===== src/rtl/cpu_reset_sequencer_if.sv =====
// Signal bundle between the CPU reset sequencer and its surroundings.
// master: the system side (PLL lock, button, CPU watchdog kick).
// slave:  the sequencer itself.
interface cpu_reset_sequencer_if;
  logic       pll_locked;
  logic       btn_reset;
  logic       wdt_kick;
  logic       cpu_rst;
  logic [1:0] seq_state;
  logic [7:0] reset_cnt;
  logic       wdt_fired;

  modport master (
    output pll_locked, btn_reset, wdt_kick,
    input  cpu_rst, seq_state, reset_cnt, wdt_fired
  );

  modport slave (
    input  pll_locked, btn_reset, wdt_kick,
    output cpu_rst, seq_state, reset_cnt, wdt_fired
  );
endinterface


===== src/rtl/cpu_reset_sequencer.sv =====
// CPU reset sequencer: waits for a filtered PLL lock, holds the CPU in reset
// for HOLD_CYCLES, then releases it. A button or (optionally) a watchdog
// expiry re-enters HOLD; losing lock always returns to WAIT_LOCK.
// Optional watchdog is compiled in with macro RST_SEQ_WDT_EN.
//
// state      | meaning
// WAIT_LOCK  | cpu_rst high, counting consecutive synchronized lock-high cycles
// HOLD       | cpu_rst high, counting HOLD_CYCLES before release
// RUN        | cpu_rst low, CPU running; button / watchdog / lock loss leave
module cpu_reset_sequencer #(
  parameter int unsigned HOLD_CYCLES = 16,
  parameter int unsigned LOCK_FILTER = 8,
  parameter int unsigned WDT_CYCLES  = 1_000_000
) (
  input logic                  clk,
  input logic                  rst_n,
  cpu_reset_sequencer_if.slave bus
);

  typedef enum logic [1:0] {
    ST_WAIT_LOCK = 2'd0,
    ST_HOLD      = 2'd1,
    ST_RUN       = 2'd2
  } state_e;

  localparam logic [15:0] HOLD_LAST = 16'(HOLD_CYCLES - 1);
  localparam logic [7:0]  FILT_LAST = 8'(LOCK_FILTER - 1);

  state_e      state_q, state_d;
  logic        sync1_q, sync2_q;
  logic [7:0]  filt_q, filt_d;
  logic [15:0] hold_q, hold_d;
  logic [7:0]  rcnt_q, rcnt_d;
  logic        cpu_rst_q;
  logic        wdt_expire;
  logic        lock;

  assign lock = sync2_q;

  // Two-flop synchronizer for the asynchronous PLL lock
  always_ff @(posedge clk or negedge rst_n) begin
    if (!rst_n) begin
      sync1_q <= 1'b0;
      sync2_q <= 1'b0;
    end else begin
      sync1_q <= bus.pll_locked;
      sync2_q <= sync1_q;
    end
  end

  // Next-state, filter, hold-timer and reset-count logic
  always_comb begin
    state_d = state_q;
    filt_d  = '0;
    hold_d  = hold_q;
    rcnt_d  = rcnt_q;
    case (state_q)
      ST_WAIT_LOCK: begin
        if (lock) begin
          if (filt_q == FILT_LAST) begin
            state_d = ST_HOLD;
            hold_d  = '0;
          end else begin
            filt_d = filt_q + 8'd1;
          end
        end
      end
      ST_HOLD: begin
        if (!lock) begin
          state_d = ST_WAIT_LOCK;
        end else if (bus.btn_reset) begin
          hold_d = '0;
        end else if (hold_q == HOLD_LAST) begin
          state_d = ST_RUN;
        end else begin
          hold_d = hold_q + 16'd1;
        end
      end
      ST_RUN: begin
        if (!lock) begin
          state_d = ST_WAIT_LOCK;
        end else if (bus.btn_reset || wdt_expire) begin
          state_d = ST_HOLD;
          hold_d  = '0;
          rcnt_d  = (rcnt_q == 8'hFF) ? rcnt_q : rcnt_q + 8'd1;
        end
      end
      default: state_d = ST_WAIT_LOCK;
    endcase
  end

  // State and registered outputs; cpu_rst follows the next state so it
  // changes on the same edge as seq_state
  always_ff @(posedge clk or negedge rst_n) begin
    if (!rst_n) begin
      state_q   <= ST_WAIT_LOCK;
      filt_q    <= '0;
      hold_q    <= '0;
      rcnt_q    <= '0;
      cpu_rst_q <= 1'b1;
    end else begin
      state_q   <= state_d;
      filt_q    <= filt_d;
      hold_q    <= hold_d;
      rcnt_q    <= rcnt_d;
      cpu_rst_q <= (state_d != ST_RUN);
    end
  end

`ifdef RST_SEQ_WDT_EN
  localparam logic [23:0] WDT_LAST = 24'(WDT_CYCLES - 1);

  logic [23:0] wdt_q, wdt_d;
  logic        wdt_fired_q;

  // A kick in the terminal cycle still rescues the CPU
  assign wdt_expire = (state_q == ST_RUN) && !bus.wdt_kick && (wdt_q == WDT_LAST);

  // Watchdog count: cleared on RUN entry and on kick, frozen outside RUN
  always_comb begin
    wdt_d = wdt_q;
    if (state_q != ST_RUN) begin
      if (state_d == ST_RUN) wdt_d = '0;
    end else if (bus.wdt_kick) begin
      wdt_d = '0;
    end else begin
      wdt_d = wdt_q + 24'd1;
    end
  end

  // Watchdog counter and fire pulse (only when expiry actually wins priority)
  always_ff @(posedge clk or negedge rst_n) begin
    if (!rst_n) begin
      wdt_q       <= '0;
      wdt_fired_q <= 1'b0;
    end else begin
      wdt_q       <= wdt_d;
      wdt_fired_q <= wdt_expire && lock && !bus.btn_reset;
    end
  end

  assign bus.wdt_fired = wdt_fired_q;
`else
  // Keep the kick port and timeout parameter referenced when no watchdog exists
  logic unused_wdt;
  assign unused_wdt    = bus.wdt_kick | (WDT_CYCLES == 0);
  assign wdt_expire    = 1'b0;
  assign bus.wdt_fired = 1'b0;
`endif

  assign bus.cpu_rst   = cpu_rst_q;
  assign bus.seq_state = (state_q == 2'b11) ? 2'b00 : state_q;
  assign bus.reset_cnt = rcnt_q;

endmodule


===== src/flat_wrapper.sv =====
// flat-port wrapper written by rule: the top's interface ports become plain ports
module cpu_reset_sequencer_flat 
#(
  parameter int unsigned HOLD_CYCLES = 16,
  parameter int unsigned LOCK_FILTER = 8,
  parameter int unsigned WDT_CYCLES  = 1_000_000
)
  (clk, rst_n, bus_pll_locked, bus_btn_reset, bus_wdt_kick, bus_cpu_rst, bus_seq_state, bus_reset_cnt, bus_wdt_fired);
  cpu_reset_sequencer_if bus_i ();
  input logic clk;
  input logic rst_n;
  input wire logic [$bits(bus_i.pll_locked)-1:0] bus_pll_locked;
  input wire logic [$bits(bus_i.btn_reset)-1:0] bus_btn_reset;
  input wire logic [$bits(bus_i.wdt_kick)-1:0] bus_wdt_kick;
  output wire logic [$bits(bus_i.cpu_rst)-1:0] bus_cpu_rst;
  output wire logic [$bits(bus_i.seq_state)-1:0] bus_seq_state;
  output wire logic [$bits(bus_i.reset_cnt)-1:0] bus_reset_cnt;
  output wire logic [$bits(bus_i.wdt_fired)-1:0] bus_wdt_fired;
  assign bus_i.pll_locked = bus_pll_locked;
  assign bus_i.btn_reset = bus_btn_reset;
  assign bus_i.wdt_kick = bus_wdt_kick;
  assign bus_cpu_rst = bus_i.cpu_rst;
  assign bus_seq_state = bus_i.seq_state;
  assign bus_reset_cnt = bus_i.reset_cnt;
  assign bus_wdt_fired = bus_i.wdt_fired;
  cpu_reset_sequencer #(.HOLD_CYCLES(HOLD_CYCLES), .LOCK_FILTER(LOCK_FILTER), .WDT_CYCLES(WDT_CYCLES)) u_core (.clk(clk), .rst_n(rst_n), .bus(bus_i));
endmodule

===== config.mk =====
export PLATFORM = sky130hd
export DESIGN_NAME = cpu_reset_sequencer_flat
export DESIGN_NICKNAME = d
export VERILOG_FILES = /design/src/rtl/cpu_reset_sequencer_if.sv /design/src/rtl/cpu_reset_sequencer.sv /design/src/flat_wrapper.sv
export SDC_FILE = /design/constraint.sdc
export NUM_CORES = 1
export LEC_CHECK = 0
export CAP_MARGIN = 40
export CELL_PAD_IN_SITES_DETAIL_PLACEMENT = 1
export CELL_PAD_IN_SITES_GLOBAL_PLACEMENT = 1
export CORE_MARGIN = 4
export CORE_UTILIZATION = 40
export CTS_CLUSTER_DIAMETER = 100
export CTS_CLUSTER_SIZE = 20
export DETAILED_ROUTE_END_ITERATION = 16
export HOLD_SLACK_MARGIN = 0.06
export PLACE_DENSITY = 0.77
export SYNTH_ARGS = -nofsm -noshare
export SYNTH_HDL_FRONTEND = slang
export SYNTH_SLANG_ARGS = --single-unit

===== constraint.sdc =====
create_clock -name clk -period 1.8 [get_ports clk]
set_input_delay 0.18 -clock clk [delete_from_list [all_inputs] [get_ports clk]]
set_output_delay 0.18 -clock clk [all_outputs]
set_load 0.01 [all_outputs]

==> summary.txt <==
Drt
  • WL final: 4.36 mm
  • First-pass iteration count of the detailed router: 4
  • Wire length per cell: 15.9 um
  • Initial DRC Count: 71
  • Antenna Nets Post-Route: 0
  • Via Count: 1483
  • Drt drc: 0
  • Via/cell ratio: 5.41

Synthesis
  • Syn_area_per_cell: 10.1 um^2
  • Syn Nets: 188
  • Mapped Area: 1810 um^2
  • Netlist cell types: 38
  • Area contributors post-synth: dfrtp_1 (50%), xor2_1 (6.3%), nand3_1 (4.1%)
  • Register area share after synthesis: 0.512
  • Synth Register Bits: 37
  • Ys Warns: 0
  • Synth top area share: 0.497
  • Largest area contributor in the netlist: dfrtp_1
  • Syn Inst Count: 180

Floorplan
  • Core area: 4380 um^2
  • # rows: 24
  • Die Wd: 75.3 um
  • IO Count: 17
  • Initial Util: 0.413
  • Die span in y: 75.3 um
  • Die area: 5670 um^2

Clock tree
  • Worst skew pair latency: 0.29 ns
  • Clock slew at reported path FFs: 0.08 ns
  • Number of buffers created by CTS: 5
  • Clock tree sinks: 37
  • Post-CTS Hold Fix Bufs: 0
  • Max clock buf depth: 2
  • H-Tree Level Count: 2
  • CTS tree: yes
  • Clk root buf: clkbuf_8

Power
  • Pwr per Cell Area: 647 nW/um^2
  • Power Total: 1500 uW
  • P_leak: 0.00103 uW
  • Max VDD drop: 0.376 mV

Place
  • Dpl hpwl: 3.07 mm
  • Final RePlAce weighted congestion: 0.855
  • IO Port Bufs: 14
  • Pre-CTS setup slack: -0.0431 ns
  • Dpl cells: 263

Flow run
  • Max-cap viol count: 0

Run status
  • Failing checks: setup timing
  • Status: complete, but fails checks

Setup path
  • Worst EP arrival: 1.99 ns
  • Critical Path End: u_core.hold_q[0]
  • CP required: 1.97 ns
  • Crit-path max FO: 8
  • CP startpoint: u_core.filt_q[5]
  • WS Path Type: flop to flop
  • Startpoint types: flop
  • Worst flop-to-flop path endpoint: u_core.hold_q[0]
  • Worst r2r src: u_core.filt_q[5]
  • Reg2Reg Setup Slack: -0.02 ns
  • R2r worst-path depth: 5
  • Critical Path End Type: flop

Cells and area
  • Most common cell after layout, fill and taps aside: dfrtp_1
  • Final core occ: 0.528
  • Most used cells in the layout excluding fill and tap cells: dfrtp_1 (36), buf_4 (21), nor2_1 (19)
  • Nets: 229
  • Filler cells: 482
  • Area growth from synthesis to layout: 27.7%
  • Share of cells above drive strength 1: 0.207
  • Fin cells: 274
  • Antenna diodes: 0

Min path
  • HP Class: input port to async pin

Timing
  • Final cycle utilization of the critical path: 1.01
  • Hold slack: 0.311 ns
  • FMAX: 549 MHz
  • # setup viols final: 6
  • Final setup margin: -0.0211 ns
  • RSZ-0062 raised after global routing: true
  • Max-slew violations: 0
  • Final min period: 1.82 ns
  • Clock Skew: 0.0158 ns
  • Hold Vio Cnt, Final: 0

Global route
  • Initial antenna violation count: 0
  • Largest net degree at the start of global routing: 38
  • Grt total ovfl: 0
  • First-pass GRT wire length: 7.42 mm
  • Vias in the first global route: 1553
  • GRT Util Overall: 0.175
[power breakdown]
group,internal [uW],switching [uW],total (uW)
Sequential,840,7.37,847
Clock,312,287,600
Combinational,18.9,32.4,51.2
[cell usage after synthesis, drive strengths merged]
cell,instances
or4,3
xnor2,7
a21o,1
and4,1
dfstp,1
and3,8
conb,1
nand4,6
or3,3
o21a,1
ha,3
a21oi,2
o211ai,2
nand4b,1
nor2,19
nor4,8
and2,1
a31oi,6
mux2i,1
nor2b,4
o21ai,7
mux2,1
nand3,15
o31ai,1
xor2,13
nand2,14
buf,2
nand2b,1
nand3b,1
dfrtp,36
nor3,2
inv,8
[metrics by stage]
step                      TNS (ns)  instance area (um^2)
after global placement    -0.00207                  2150
after CTS                   -0.166                  2270
after floorplan                  0                  1810
after global routing        -0.831                  2310
after detailed placement    -0.227                  2150
final                      -0.0857                  2310
[cells by family (layout without fill, tap and decap cells)]
logic type      Yosys count  count (layout)  synth area share
simple gates             87              87             0.262
flops                    37              37             0.512
compound gates           20              20            0.0725
xor+xnor                 20              20            0.0967
buf+inv                  10              52            0.0228
fa+ha+maj                 3               3            0.0207
mux                       2               2            0.0117
other cells               1               1           0.00207
[sequential cells by signal, summed over array words and instances (netlist names)]
register / cells
u_core.hold_q: 16
u_core.bus.reset_cnt: 8
u_core.sync1_q: 1
u_core.filt_q: 8
u_core.lock: 1
u_core.state_q: 2
u_core.bus.cpu_rst: 1
[worst min path at each step]
stage                         startpoint                      end  slack (ns)
after floorplan                    rst_n  u_core.bus.reset_cnt[0]       -0.12
after global placement    u_core.sync1_q              u_core.lock        0.33
after detailed placement  u_core.sync1_q              u_core.lock        0.36
after CTS                          rst_n         u_core.hold_q[2]        0.34
after global routing               rst_n         u_core.filt_q[5]        0.36
final                              rst_n         u_core.hold_q[2]        0.31
[critical path, cell delays in order (launching register included)]
cell,delay (ns)
dfrtp_1,0.38
or4_4,0.53
or3_4,0.37
o21a_1,0.22
nand2_4,0.12
mux2i_1,0.08
[layer usage]
layer | GRT usage | vias up | part of all wire
met3 | 0.0396 | 4 | 0.043
met1 | 0.238 | 736 | 0.45
met5 | 0 | - | 0
li1 | - | 715 | -
met2 | 0.278 | 28 | 0.49
met4 | 0.0583 | 0 | 0.011
[what timing repair did]
item                                    CTS  global route
pin swaps                                 1             2
endpoints found under the setup margin    9            24
buffers inserted                          2             1
resized for setup                         5            10
[area by class of cell]
cell class | instances | area, um^2 | area share
clock buffer | 8 | 90.1 | 0.0389
inverter | 8 | 30.0 | 0.0130
sequential | 37 | 927 | 0.401
timing repair buffer | 36 | 309 | 0.134
tap | 52 | 65.1 | 0.0281
multi-input combinational | 133 | 892 | 0.386
(Power assumes the default switching activity.)
